===== src/rtl/vram_arbiter.sv =====
// Screen RAM (bank 2) arbiter between the Z80 and the video fetch unit.
// Video has fixed priority; a starvation counter guarantees the CPU a slot.
module vram_arbiter #(
  parameter int AW           = 13,
  parameter int DW           = 8,
  parameter int MAX_CPU_WAIT = 4
) (
  input  logic          clk,
  input  logic          rst_n,
  input  logic          cpu_cs,
  input  logic          cpu_rd_n,
  input  logic          cpu_wr_n,
  input  logic [AW-1:0] cpu_addr,
  input  logic [DW-1:0] cpu_wdata,
  output logic [DW-1:0] cpu_rdata,
  output logic          cpu_wait_n,
  input  logic          vid_req,
  input  logic [AW-1:0] vid_addr,
  output logic          vid_ack,
  output logic [DW-1:0] vid_rdata,
  output logic          bank_en,
  output logic          bank_we,
  output logic [AW-1:0] bank_addr,
  output logic [DW-1:0] bank_wdata,
  input  logic [DW-1:0] bank_rdata
);

  typedef enum logic [2:0] {
    IDLE,
    VID_ISSUE,
    VID_CAP,
    CPU_ISSUE,
    CPU_CAP,
    CPU_HOLD
  } state_t;

  localparam logic [7:0] MAX_WAIT = 8'(MAX_CPU_WAIT);

  state_t        state_q, state_d;
  logic [7:0]    wait_cnt_q, wait_cnt_d;
  logic          bank_en_q, bank_en_d;
  logic          bank_we_q, bank_we_d;
  logic [AW-1:0] bank_addr_q, bank_addr_d;
  logic [DW-1:0] bank_wdata_q, bank_wdata_d;
  logic [DW-1:0] cpu_rdata_q, cpu_rdata_d;
  logic [DW-1:0] vid_rdata_q, vid_rdata_d;
  logic          vid_ack_q, vid_ack_d;

  logic cpu_req;
  logic cpu_grant;
  logic waiting_state;

  assign cpu_req       = cpu_cs & (~cpu_rd_n | ~cpu_wr_n);
  assign cpu_grant     = (state_q == IDLE) & cpu_req & (~vid_req | (wait_cnt_q == MAX_WAIT));
  assign waiting_state = (state_q == IDLE) | (state_q == VID_ISSUE) | (state_q == VID_CAP);

  // WAIT must never stall the Z80 while the system is held in reset.
  assign cpu_wait_n = ~(cpu_req & (state_q != CPU_HOLD)) | ~rst_n;

  assign cpu_rdata  = cpu_rdata_q;
  assign vid_ack    = vid_ack_q;
  assign vid_rdata  = vid_rdata_q;
  assign bank_en    = bank_en_q;
  assign bank_we    = bank_we_q;
  assign bank_addr  = bank_addr_q;
  assign bank_wdata = bank_wdata_q;

  always_comb begin
    state_d      = state_q;
    bank_en_d    = 1'b0;
    bank_we_d    = 1'b0;
    bank_addr_d  = bank_addr_q;
    bank_wdata_d = bank_wdata_q;
    cpu_rdata_d  = cpu_rdata_q;
    vid_rdata_d  = vid_rdata_q;
    vid_ack_d    = 1'b0;

    case (state_q)
      IDLE: begin
        if (cpu_grant) begin
          state_d      = CPU_ISSUE;
          bank_en_d    = 1'b1;
          bank_we_d    = ~cpu_wr_n;
          bank_addr_d  = cpu_addr;
          bank_wdata_d = cpu_wdata;
        end else if (vid_req) begin
          state_d     = VID_ISSUE;
          bank_en_d   = 1'b1;
          bank_addr_d = vid_addr;
        end
      end
      VID_ISSUE: state_d = VID_CAP;
      VID_CAP: begin
        state_d     = IDLE;
        vid_rdata_d = bank_rdata;
        vid_ack_d   = 1'b1;
      end
      // bank_we_q still reflects the granted access during the issue cycle.
      CPU_ISSUE: state_d = bank_we_q ? CPU_HOLD : CPU_CAP;
      CPU_CAP: begin
        state_d     = CPU_HOLD;
        cpu_rdata_d = bank_rdata;
      end
      CPU_HOLD: begin
        if (!cpu_req) state_d = IDLE;
      end
      default: state_d = IDLE;
    endcase
  end

  always_comb begin
    wait_cnt_d = wait_cnt_q;
    if (!cpu_req || cpu_grant) begin
      wait_cnt_d = 8'd0;
    end else if (waiting_state && (wait_cnt_q < MAX_WAIT)) begin
      wait_cnt_d = wait_cnt_q + 8'd1;
    end
  end

  always_ff @(posedge clk or negedge rst_n) begin
    if (!rst_n) begin
      state_q      <= IDLE;
      wait_cnt_q   <= 8'd0;
      bank_en_q    <= 1'b0;
      bank_we_q    <= 1'b0;
      bank_addr_q  <= '0;
      bank_wdata_q <= '0;
      cpu_rdata_q  <= '0;
      vid_rdata_q  <= '0;
      vid_ack_q    <= 1'b0;
    end else begin
      state_q      <= state_d;
      wait_cnt_q   <= wait_cnt_d;
      bank_en_q    <= bank_en_d;
      bank_we_q    <= bank_we_d;
      bank_addr_q  <= bank_addr_d;
      bank_wdata_q <= bank_wdata_d;
      cpu_rdata_q  <= cpu_rdata_d;
      vid_rdata_q  <= vid_rdata_d;
      vid_ack_q    <= vid_ack_d;
    end
  end

endmodule


===== config.mk =====
export PLATFORM = sky130hd
export DESIGN_NAME = vram_arbiter
export DESIGN_NICKNAME = d
export VERILOG_FILES = /design/src/rtl/vram_arbiter.sv
export SDC_FILE = /design/constraint.sdc
export NUM_CORES = 1
export LEC_CHECK = 0
export CAP_MARGIN = 20
export CORE_MARGIN = 3
export CORE_UTILIZATION = 39
export CTS_CLUSTER_DIAMETER = 100
export DETAILED_ROUTE_END_ITERATION = 16
export PLACE_DENSITY = 0.83
export SYNTH_ARGS = -nofsm -noshare
export SYNTH_HDL_FRONTEND = slang
export SYNTH_SLANG_ARGS = --single-unit

===== constraint.sdc =====
create_clock -name clk -period 1.7 [get_ports clk]
set_input_delay 0.17 -clock clk [delete_from_list [all_inputs] [get_ports clk]]
set_output_delay 0.17 -clock clk [all_outputs]
set_load 0.05 [all_outputs]

==> out/summary.md, run 1 <==
* finished with violations — result of the run
* setup timing — failing checks
* 1276 sq um — Sequential cell area
* 3607 sq um — design area
* 88 — count of input and output buffers
* 20.55 ps — hold_ws
* flop — kind of capture point of the worst setup path
* 0.01146 — synthesized-area fraction occupied by adder cells
* inv_1 > ha_4 > nand2_2 > o41ai_4 > buf_4 > nand2_8 > mux2_2 — critical path cell sequence
* 1,896 — total vias in the final route
* 12.62 sq um — Post-Synthesis Mean Instance Area
* 8 — Final setup viols
* 6198 um — total detailed-routing wirelength
* 328 — post-layout net count
* 1,927 — number of global-route vias before repair
* -15.66 ps — final worst setup slack
* 26 — count of standard-cell rows
* 3192 sq um — area post-placement
* yes — setup repair after global routing missed its margin
* 334 — number of placed instances, taps included
* 80.82 um — Die Width
* 0 — Slew Limit Fails
* 631.3 ps — actual slew at the worst max-slew pin
* -89.12 ps — sum of negative setup slack
* 51 — number of sinks driven by the clock tree
* 379 — fill cell total of the finished layout
* 0 — count of yosys warnings during synthesis
* 51 — flop and latch count out of synthesis
* 33 — distinct cell type count after synthesis
* 2 — maximum buffer depth of the clock tree
* 0 — number of antenna violations at the first check in global routing
* 0 — Hold-fix buffers, CTS
* 0.004011 — Post-Synth XOR/XNOR Area
* 0.1284 — share of cell area taken by muxes after synthesis
* 3971 um — Final HPWL DP
* 89 — Top Ports
* 0.8418 — final RePlAce weighted congestion
* flip-flops — CP top delay family
* 349 — post-route insts no fill
* 90 ps — clock transition time at the flip-flop clock pins of the worst setup and hold paths
* sky130_fd_sc_hd__clkbuf_8 — library cell used as clock root buffer
* 0 — number of hold violations in the final report
* 2052 nW/um^2 — cell area power density
* 7.400 mW — total power of the final layout
* 2183 sq um — Mapped Area
* 9404 um — first-pass GRT wire length
* 2 — buffer and inverter count on the worst path
* 6.255 ps — Worst Clk Skew
* 52 — pin count of the biggest net entering global routing
* 0.5845 — sequential share of the synthesized area
* 5 — number of buffers created by CTS
* 410 ps — Slowest Stage Delay on Critical Path
* 0.001296 V — maximum VDD drop
* 1716 ps — Period minus WS final
* 0 — number of max-capacitance violations reported
* 582.9 MHz — highest achievable clock rate
* 0 — leftover overflow at the end of global routing
* flop — sort of element at the start of the critical path
* 0.1864 — GR Util All Layers
* 1890 ps — worst endpoint required time
* 1910 ps — worst path arrival time
* input port to asynchronous set/reset pin — path class of the lowest-slack min-delay path
* 0.5791 — worst max-slew margin expressed relative to the limit
* 173 — number of standard cells after synthesis
* done — CTS tree
* -20 ps — setup slack, reg-to-reg
* 0.4143 — effective utilization at floorplan
* 1.009 — Period Utilization, post-route
* 2 — number of H-tree levels
* 80.82 um — Die Span Y
* 0 — post-detailed-route DRC marker count
* 65.21% — area added between synthesis and finish
* compound AO/OA/AOI/OAI gates — combinational family with the most area after synthesis
* 0.1691 — complex-gate fraction of the synthesized area
* 0.3190 — fraction of layout instances using a drive strength above 1
* 1.555 nW — Static Leak
* 0 — antenna violation net count after detailed routing
* 103 — count of routing violations after the opening detailed-route iteration
* 6532 sq um — Die Outline Area
* 223 — Synth Net Count
* 0 — antenna diode count
* 5270 sq um — Core Area
* sky130_fd_sc_hd__dfrtp_1 — Max stage delay cell, worst path
* 1059 sq um — multi-input logic area
* sky130_fd_sc_hd__clkdlybuf4s50_1, sky130_fd_sc_hd__dfrtp_1, sky130_fd_sc_hd__mux2_2 — most frequent cells in the layout
* 17.76 um — WL per Instance
* 9 — Critical Path Fanout Max
* 4 — DRT Pass-1 Iters
* 0.07393 — simple logic cell fraction of the synthesized area
* 5.433 — vias per cell
* sky130_fd_sc_hd__clkdlybuf4s50_1 — leading cell type in the layout, fill and taps excluded
* 310 ps — Skew-Pair Late Insertion Delay
* flop to flop — Worst Setup Path Type
-- kinds of logic after synthesis --
group                    Yosys count
AO/OA/AOI/OAI                     52
XOR/XNOR                           1
adder cells (fa/ha/maj)            2
buffers and inverters             15
flip-flops                        51
multiplexers                      25
AND/OR/NAND/NOR                   27
-- worst paths after layout --
path | from | end | cells past startpoint
max | wait_cnt_q[1] | bank_wdata[4] | 7
min | rst_n | wait_cnt_q[1] | 2
max reg2reg | wait_cnt_q[1] | bank_wdata[4] | 7
min reg2reg | bank_wdata[4] | bank_wdata[4] | 1
max in group asynchronous | rst_n | bank_wdata[5] | 2
min in group clk | vid_addr[4] | bank_addr[4] | 3
-- routing by layer --
| layer | part of all wire | GRT usage |
|---|---|---|
| met1 | 0.40 | 0.2545 |
| met2 | 0.52 | 0.2865 |
| met3 | 0.067 | 0.05432 |
| met4 | 0.017 | 0.05912 |
| met5 | 0 | 0 |
-- report_power, final --
| group | internal, mW | switching [mW] | total (mW) | leakage, nW |
|---|---|---|---|---|
| logic | 1.84 | 2.78 | 4.62 | 0.892 |
| clock network | 0.298 | 0.420 | 0.718 | 0.0461 |
| registers | 1.74 | 0.321 | 2.06 | 0.617 |
| total | 3.88 | 3.52 | 7.40 | 1.56 |
-- area by class of cell --
| type | instances | share of cell area |
|---|---|---|
| clock inverters | 3 | 0.006590 |
| multi-input cells | 107 | 0.2934 |
| inverters | 4 | 0.004162 |
| clock buffers | 5 | 0.01908 |
| repair buffers | 109 | 0.2986 |
| flip-flops and latches | 51 | 0.3538 |
| well taps | 70 | 0.02428 |
-- state kept, by name, summed over array words and instances (netlist names) --
name and count:
bank_en 1, bank_we 1, bank_addr 13, bank_wdata 8, cpu_rdata 8, state_q 3, vid_rdata 8, vid_ack 1
wait_cnt_q 8
-- timing repair --
item | in CTS | in global routing
pin swaps | 0 | 15
gates resized for setup | 14 | 51
endpoints found under the setup margin | 27 | 42
cloned | 1 | 0
buffers inserted | 3 | 3
-- cell usage after synthesis --
| library cell | count | area (sq um) |
|---|---|---|
| sky130_fd_sc_hd__dfrtp_1 | 51 | 1276 |
| sky130_fd_sc_hd__mux2_2 | 24 | 270.3 |
| sky130_fd_sc_hd__o21ai_0 | 17 | 85.08 |
| sky130_fd_sc_hd__a2bb2oi_1 | 13 | 113.9 |
| sky130_fd_sc_hd__a31oi_1 | 13 | 81.33 |
| sky130_fd_sc_hd__clkbuf_1 | 8 | 30.03 |
| sky130_fd_sc_hd__and2_1 | 6 | 37.54 |
| sky130_fd_sc_hd__nor2_1 | 6 | 22.52 |
| sky130_fd_sc_hd__inv_1 | 4 | 15.01 |
| sky130_fd_sc_hd__nand2_1 | 3 | 11.26 |
| sky130_fd_sc_hd__nor3_1 | 3 | 15.01 |
| sky130_fd_sc_hd__buf_2 | 2 | 10.01 |
| sky130_fd_sc_hd__ha_1 | 2 | 25.02 |
| sky130_fd_sc_hd__nand3_1 | 2 | 10.01 |
| sky130_fd_sc_hd__a211oi_1 | 1 | 7.510 |
| sky130_fd_sc_hd__a21boi_0 | 1 | 7.510 |
| sky130_fd_sc_hd__a21boi_1 | 1 | 7.510 |
| sky130_fd_sc_hd__a21oi_1 | 1 | 5.000 |
| sky130_fd_sc_hd__a41oi_1 | 1 | 8.760 |
| sky130_fd_sc_hd__buf_4 | 1 | 7.510 |
| sky130_fd_sc_hd__mux2i_1 | 1 | 10.01 |
| sky130_fd_sc_hd__nand2_4 | 1 | 11.26 |
| sky130_fd_sc_hd__nand3b_1 | 1 | 7.510 |
| sky130_fd_sc_hd__nand4b_1 | 1 | 8.760 |
| sky130_fd_sc_hd__nor3b_1 | 1 | 7.510 |
| sky130_fd_sc_hd__nor3b_2 | 1 | 12.51 |
| sky130_fd_sc_hd__o21a_1 | 1 | 7.510 |
| sky130_fd_sc_hd__o22ai_1 | 1 | 6.260 |
| sky130_fd_sc_hd__o41a_1 | 1 | 11.26 |
| sky130_fd_sc_hd__o41ai_4 | 1 | 27.53 |
| sky130_fd_sc_hd__or3_1 | 1 | 6.260 |
| sky130_fd_sc_hd__or3_4 | 1 | 11.26 |
| sky130_fd_sc_hd__xnor2_1 | 1 | 8.760 |
-- metrics by stage --
step                        util  setup slack [ps]
after floorplan                -             2.996
after global placement    0.6057            -9.351
after detailed placement  0.6057            -65.55
after CTS                 0.6308            -23.73
after global routing      0.6845            -87.30
final                     0.6845            -15.66
-- worst reg2reg max path, delay by kind of cell (launching register included) --
kind / cells / cell delay, ps
muxes: 1 / 280
adders and majority gates: 1 / 140
buffers and inverters: 2 / 310
DFF: 1 / 410
AOI/OAI and AO/OA: 1 / 310
and+or+nand+nor: 2 / 150
No activity file was read; power rests on OpenSTA's default activity.
==> run 2, diff against run 1 <==
--- a/config.mk
+++ b/config.mk
@@ -11,6 +11,7 @@
 export CTS_CLUSTER_DIAMETER = 100
 export DETAILED_ROUTE_END_ITERATION = 16
 export PLACE_DENSITY = 0.83
+export RECOVER_POWER = 25
 export SYNTH_ARGS = -nofsm -noshare
 export SYNTH_HDL_FRONTEND = slang
 export SYNTH_SLANG_ARGS = --single-unit
==> run 2 against run 1 <==
The run still ends with setup timing left. Sequential power hardly changed. Core utilization shrank 0.071 points. Clock skew about the same. Clock power about the same. Non-clock buffer count is the same. Final cell count is the same. Largest power group unchanged. Maximum frequency increased by 0.19%. Flip-flop and latch count unchanged. Combinational power about the same. Register-to-register slack hardly changed. Critical endpoint unchanged. Routed wire length is 0.18% higher.
==> out/summary.md, run 2 (synthesis results as in run 1) <==
* 6532 sq um — Die Outline Area
* sky130_fd_sc_hd__clkbuf_8 — library cell used as clock root buffer
* 337.8 ps — hold_ws
* 0 — antenna diode count
* 1.552 nW — Static Leak
* 26 — count of standard-cell rows
* 6209 um — total detailed-routing wirelength
* 1712 ps — Period minus WS final
* flop — sort of element at the start of the critical path
* setup timing — failing checks
* 80.82 um — Die Width
* 0.001298 V — maximum VDD drop
* 1059 sq um — multi-input logic area
* flip-flops — CP top delay family
* 2 — buffer and inverter count on the worst path
* 0 — Hold-fix buffers, CTS
* -65.55 ps — Post-Place Worst Slack
* 0 — Slew Limit Fails
* -12.38 ps — final worst setup slack
* 0 — number of hold violations in the final report
* done — CTS tree
* bank_wdata[4] — capture point of the worst reg-to-reg path
* wait_cnt_q[1] — RR Startpoint
* 52 — pin count of the biggest net entering global routing
* 0 — antenna violation net count after detailed routing
* 328 — post-layout net count
* 0.6838 — utilization after layout
* 3971 um — Final HPWL DP
* 0.1577 — worst max-slew margin expressed relative to the limit
* 310 ps — Skew-Pair Late Insertion Delay
* 0 — leftover overflow at the end of global routing
* 80.82 um — Die Span Y
* yes — setup repair after global routing missed its margin
* 0 — number of max-capacitance violations reported
* 2054 nW/um^2 — cell area power density
* 1264 ps — actual slew at the worst max-slew pin
* 584.0 MHz — highest achievable clock rate
* 0.3154 — fraction of layout instances using a drive strength above 1
* 51 — number of sinks driven by the clock tree
* -10 ps — setup slack, reg-to-reg
* sky130_fd_sc_hd__dfrtp_1 — Max stage delay cell, worst path
* 5.307 — vias per cell
* 2 — number of H-tree levels
* 1.007 — Period Utilization, post-route
* flop to flop — Worst Setup Path Type
* input port to asynchronous set/reset pin — path class of the lowest-slack min-delay path
* sky130_fd_sc_hd__clkdlybuf4s50_1 — leading cell type in the layout, fill and taps excluded
* 99 — count of routing violations after the opening detailed-route iteration
* 2 — maximum buffer depth of the clock tree
* 9404 um — first-pass GRT wire length
* 9 — Critical Path Fanout Max
* 88 — count of input and output buffers
* 65.04% — area added between synthesis and finish
* 4 — DRT Pass-1 Iters
* 5.794 ps — Worst Clk Skew
* 1900 ps — worst endpoint required time
* 0 — number of antenna violations at the first check in global routing
* 7 — number of cells traversed by the worst register-to-register path
* sky130_fd_sc_hd__clkdlybuf4s50_1, sky130_fd_sc_hd__dfrtp_1, sky130_fd_sc_hd__mux2_2 — most frequent cells in the layout
* 89 — Top Ports
* 0.4143 — effective utilization at floorplan
* 7.402 mW — total power of the final layout
* flop — kind of capture point of the worst setup path
* 5270 sq um — Core Area
* 1276 sq um — Sequential cell area
* 8 — Final setup viols
* 1,852 — total vias in the final route
* 3603 sq um — design area
* 410 ps — Slowest Stage Delay on Critical Path
* 1910 ps — worst path arrival time
* finished with violations — result of the run
* 100 ps — clock transition time at the flip-flop clock pins of the worst setup and hold paths
* 5 — number of buffers created by CTS
* 380 — fill cell total of the finished layout
* 0.1864 — GR Util All Layers
* 0.8418 — final RePlAce weighted congestion
* 1,927 — number of global-route vias before repair
* 0 — post-detailed-route DRC marker count
* inv_1 > ha_4 > nand2_2 > o41ai_4 > buf_4 > nand2_8 > mux2_2 — critical path cell sequence
* 13 — max reg flops
* 3192 sq um — area post-placement
* 17.79 um — WL per Instance
-- run 2: changes by cell type in the layout (fill, tap and decap cells not counted), sizes merged --
cell	before	now
buf	27	25
clkbuf	5	7
-- run 2: worst max-delay path by stage --
stage                             start             to  slack, ps  depth (start not counted)
after floorplan           wait_cnt_q[3]  bank_wdata[0]          3                          4
after global placement    wait_cnt_q[3]   bank_addr[7]         -9                          5
after detailed placement  wait_cnt_q[3]   bank_addr[7]        -70                          5
after CTS                 wait_cnt_q[3]  bank_addr[12]        -20                          5
after global routing      wait_cnt_q[1]  bank_wdata[6]        -90                          7
final                     wait_cnt_q[1]  bank_wdata[4]        -10                          7
-- run 2: final cells by class --
cell class / instances / share of cell area
clock buffers: 5 / 0.01910
clock inverters: 3 / 0.006597
inverters: 4 / 0.004167
well taps: 70 / 0.02431
repair buffers: 109 / 0.2979
multi-input cells: 107 / 0.2938
flip-flops and latches: 51 / 0.3542
-- run 2: metrics by stage --
step,std cells,TNS [ps]
CTS,346,-139.9
floorplan,173,0
detailed placement,334,-816.6
global placement,334,-11.00
global route,349,-2038
finish,349,-62.69
-- run 2: worst reg2reg max path, cell delays in order, from the launching register on --
cell,delay (ps)
sky130_fd_sc_hd__dfrtp_1,410
sky130_fd_sc_hd__inv_1,100
sky130_fd_sc_hd__ha_4,140
sky130_fd_sc_hd__nand2_2,70
sky130_fd_sc_hd__o41ai_4,310
sky130_fd_sc_hd__buf_4,210
sky130_fd_sc_hd__nand2_8,80
sky130_fd_sc_hd__mux2_2,280
-- run 2: routing by layer --
layer / global-route usage / vias up / routed length [um]
met4: 0.05912 / 0 / 108
met1: 0.2545 / 922 / 2547
met5: 0 / - / 0
met3: 0.05432 / 11 / 393
met2: 0.2865 / 70 / 3161
li1: - / 849 / -
-- run 2: what timing repair did --
action / 4_1_cts / 5_1_grt
pin swaps: 0 / 15
resized for setup: 14 / 51
buffers inserted: 3 / 3
setup endpoints to repair: 27 / 42
cloned: 1 / 0
-- run 2: power breakdown --
| part | switching, mW | internal [mW] | leakage [nW] |
|---|---|---|---|
| Combinational | 2.79 | 1.84 | 0.888 |
| Sequential | 0.321 | 1.74 | 0.617 |
| Clock | 0.419 | 0.298 | 0.0461 |
==> run 3, diff against run 2 <==
--- a/config.mk
+++ b/config.mk
@@ -10,8 +10,8 @@
 export CORE_UTILIZATION = 39
 export CTS_CLUSTER_DIAMETER = 100
 export DETAILED_ROUTE_END_ITERATION = 16
+export GPL_TIMING_DRIVEN = 0
 export PLACE_DENSITY = 0.83
-export RECOVER_POWER = 25
 export SYNTH_ARGS = -nofsm -noshare
 export SYNTH_HDL_FRONTEND = slang
 export SYNTH_SLANG_ARGS = --single-unit
==> run 3 against run 2 <==
The run still ends with setup timing left. Register-to-register slack lost 60 ps. Worst setup slack lost 59 ps. Via count grew 0.54%. Flip-flop and latch count is the same. Sequential power is essentially flat. Clock power grew 39%. Routed wire length shrank 6.8%. Power grew 0.21%. Cell area grew 0.38%.
==> out/summary.md, run 3 (synthesis results as in run 1) <==
* finished with violations — result of the run
* setup timing — failing checks
* 16.48 um — WL per Instance
* 0.001372 V — maximum VDD drop
* 5270 sq um — Core Area
* 1771 ps — Period minus WS final
* flop — kind of capture point of the worst setup path
* -71.15 ps — final worst setup slack
* 5784 um — total detailed-routing wirelength
* input port to flop — path class of the lowest-slack min-delay path
* 89 — Top Ports
* 5.305 — vias per cell
* 1,862 — total vias in the final route
* 1890 ps — worst endpoint required time
* 3168 sq um — area post-placement
* 0 — Slew Limit Fails
* 80.82 um — Die Width
* sky130_fd_sc_hd__clkdlybuf4s50_1 — leading cell type in the layout, fill and taps excluded
* 0.8221 — final RePlAce weighted congestion
* 0.2918 — fraction of layout instances using a drive strength above 1
* 0.6864 — utilization after layout
* 351 — post-route insts no fill
* 80.82 um — Die Span Y
* 3617 sq um — design area
* done — CTS tree
* 1.042 — Period Utilization, post-route
* 564.6 MHz — highest achievable clock rate
* 100 ps — clock transition time at the flip-flop clock pins of the worst setup and hold paths
* 13 — Final setup viols
* 1.570 nW — Static Leak
* 41 — pin count of the biggest net entering global routing
* 422.6 ps — hold_ws
* 332 — number of placed instances, taps included
* 330 — post-layout net count
* 5 — Critical Path Fanout Max
* 0 — post-detailed-route DRC marker count
* 300 ps — Skew-Pair Late Insertion Delay
* 7.418 mW — total power of the final layout
* 1,832 — number of global-route vias before repair
* sky130_fd_sc_hd__clkdlybuf4s50_1, sky130_fd_sc_hd__dfrtp_1, sky130_fd_sc_hd__mux2_2 — most frequent cells in the layout
* 65.67% — area added between synthesis and finish
* 0.6440 — worst max-slew margin expressed relative to the limit
* 0 — antenna diode count
* flop — sort of element at the start of the critical path
* -611.9 ps — sum of negative setup slack
* sky130_fd_sc_hd__clkbuf_8 — library cell used as clock root buffer
* 2 — number of H-tree levels
* 0 — leftover overflow at the end of global routing
* 0 — number of hold violations in the final report
* 3746 um — Final HPWL DP
* 5 — number of buffers created by CTS
* 533.2 ps — actual slew at the worst max-slew pin
* 0.1783 — GR Util All Layers
* 8921 um — first-pass GRT wire length
* 0 — number of antenna violations at the first check in global routing
* 90 — count of routing violations after the opening detailed-route iteration
* yes — setup repair after global routing missed its margin
* 2051 nW/um^2 — cell area power density
* 9.665 ps — Worst Clk Skew
* 26 — count of standard-cell rows
* 1960 ps — worst path arrival time
* 4 — DRT Pass-1 Iters
* flop to flop — Worst Setup Path Type
* 0.4143 — effective utilization at floorplan
* 2 — maximum buffer depth of the clock tree
* 51 — number of sinks driven by the clock tree
* 6532 sq um — Die Outline Area
* 88 — count of input and output buffers
* 13 — max reg flops
* 0 — number of max-capacitance violations reported
* -531.4 ps — Post-Place Worst Slack
* 0 — antenna violation net count after detailed routing
-- run 3: final timing paths --
kind                            endpoint  cells past startpoint     startpoint  slack, ps
min in group asynchronous        vid_ack                      4          rst_n        470
max                         bank_addr[6]                      5  wait_cnt_q[4]        -70
min                        bank_addr[11]                      3   vid_addr[11]        420
max reg2reg                 bank_addr[6]                      5  wait_cnt_q[4]        -70
max in group asynchronous   bank_addr[3]                      3          rst_n        440
min reg2reg                bank_wdata[7]                      1  bank_wdata[7]        510
-- run 3: routing by layer --
layer / wire (um) / global-route usage
met5: 0 / 0
met4: 120 / 0.05405
met3: 440 / 0.05543
met2: 2780 / 0.2767
met1: 2442 / 0.2397
-- run 3: timing repair --
action / 4_1_cts / 5_1_grt
setup endpoints to repair: 45 / 51
cloned: 2 / 0
pin swaps: 12 / 5
endpoints found under the hold margin: 11 / 0
gates resized for setup: 50 / 28
buffers inserted: 5 / 3
hold buffers: 3 / 0
-- run 3: layout make-up --
cell class | count | area [sq um]
sequential | 51 | 1276
multi-input combinational | 107 | 980.9
clock inverter | 3 | 67.56
fill | 389 | 1653
timing repair buffer | 102 | 1052
buffer | 9 | 68.82
clock buffer | 5 | 68.82
inverter | 4 | 15.01
tap | 70 | 87.58
-- run 3: worst max-delay path, cell delays in order, from the launching register on --
cell and delay [ps]:
sky130_fd_sc_hd__dfrtp_1 390, sky130_fd_sc_hd__or3_4 410, sky130_fd_sc_hd__o41a_1 440, sky130_fd_sc_hd__clkbuf_8 200, sky130_fd_sc_hd__o21ai_2 140, sky130_fd_sc_hd__a2bb2oi_1 90
-- run 3: where the power goes --
part	internal [mW]	switching, mW	leakage [nW]
Clock	0.587	0.410	0.0644
Sequential	1.74	0.302	0.617
Combinational	1.71	2.67	0.888
Total	4.04	3.38	1.57
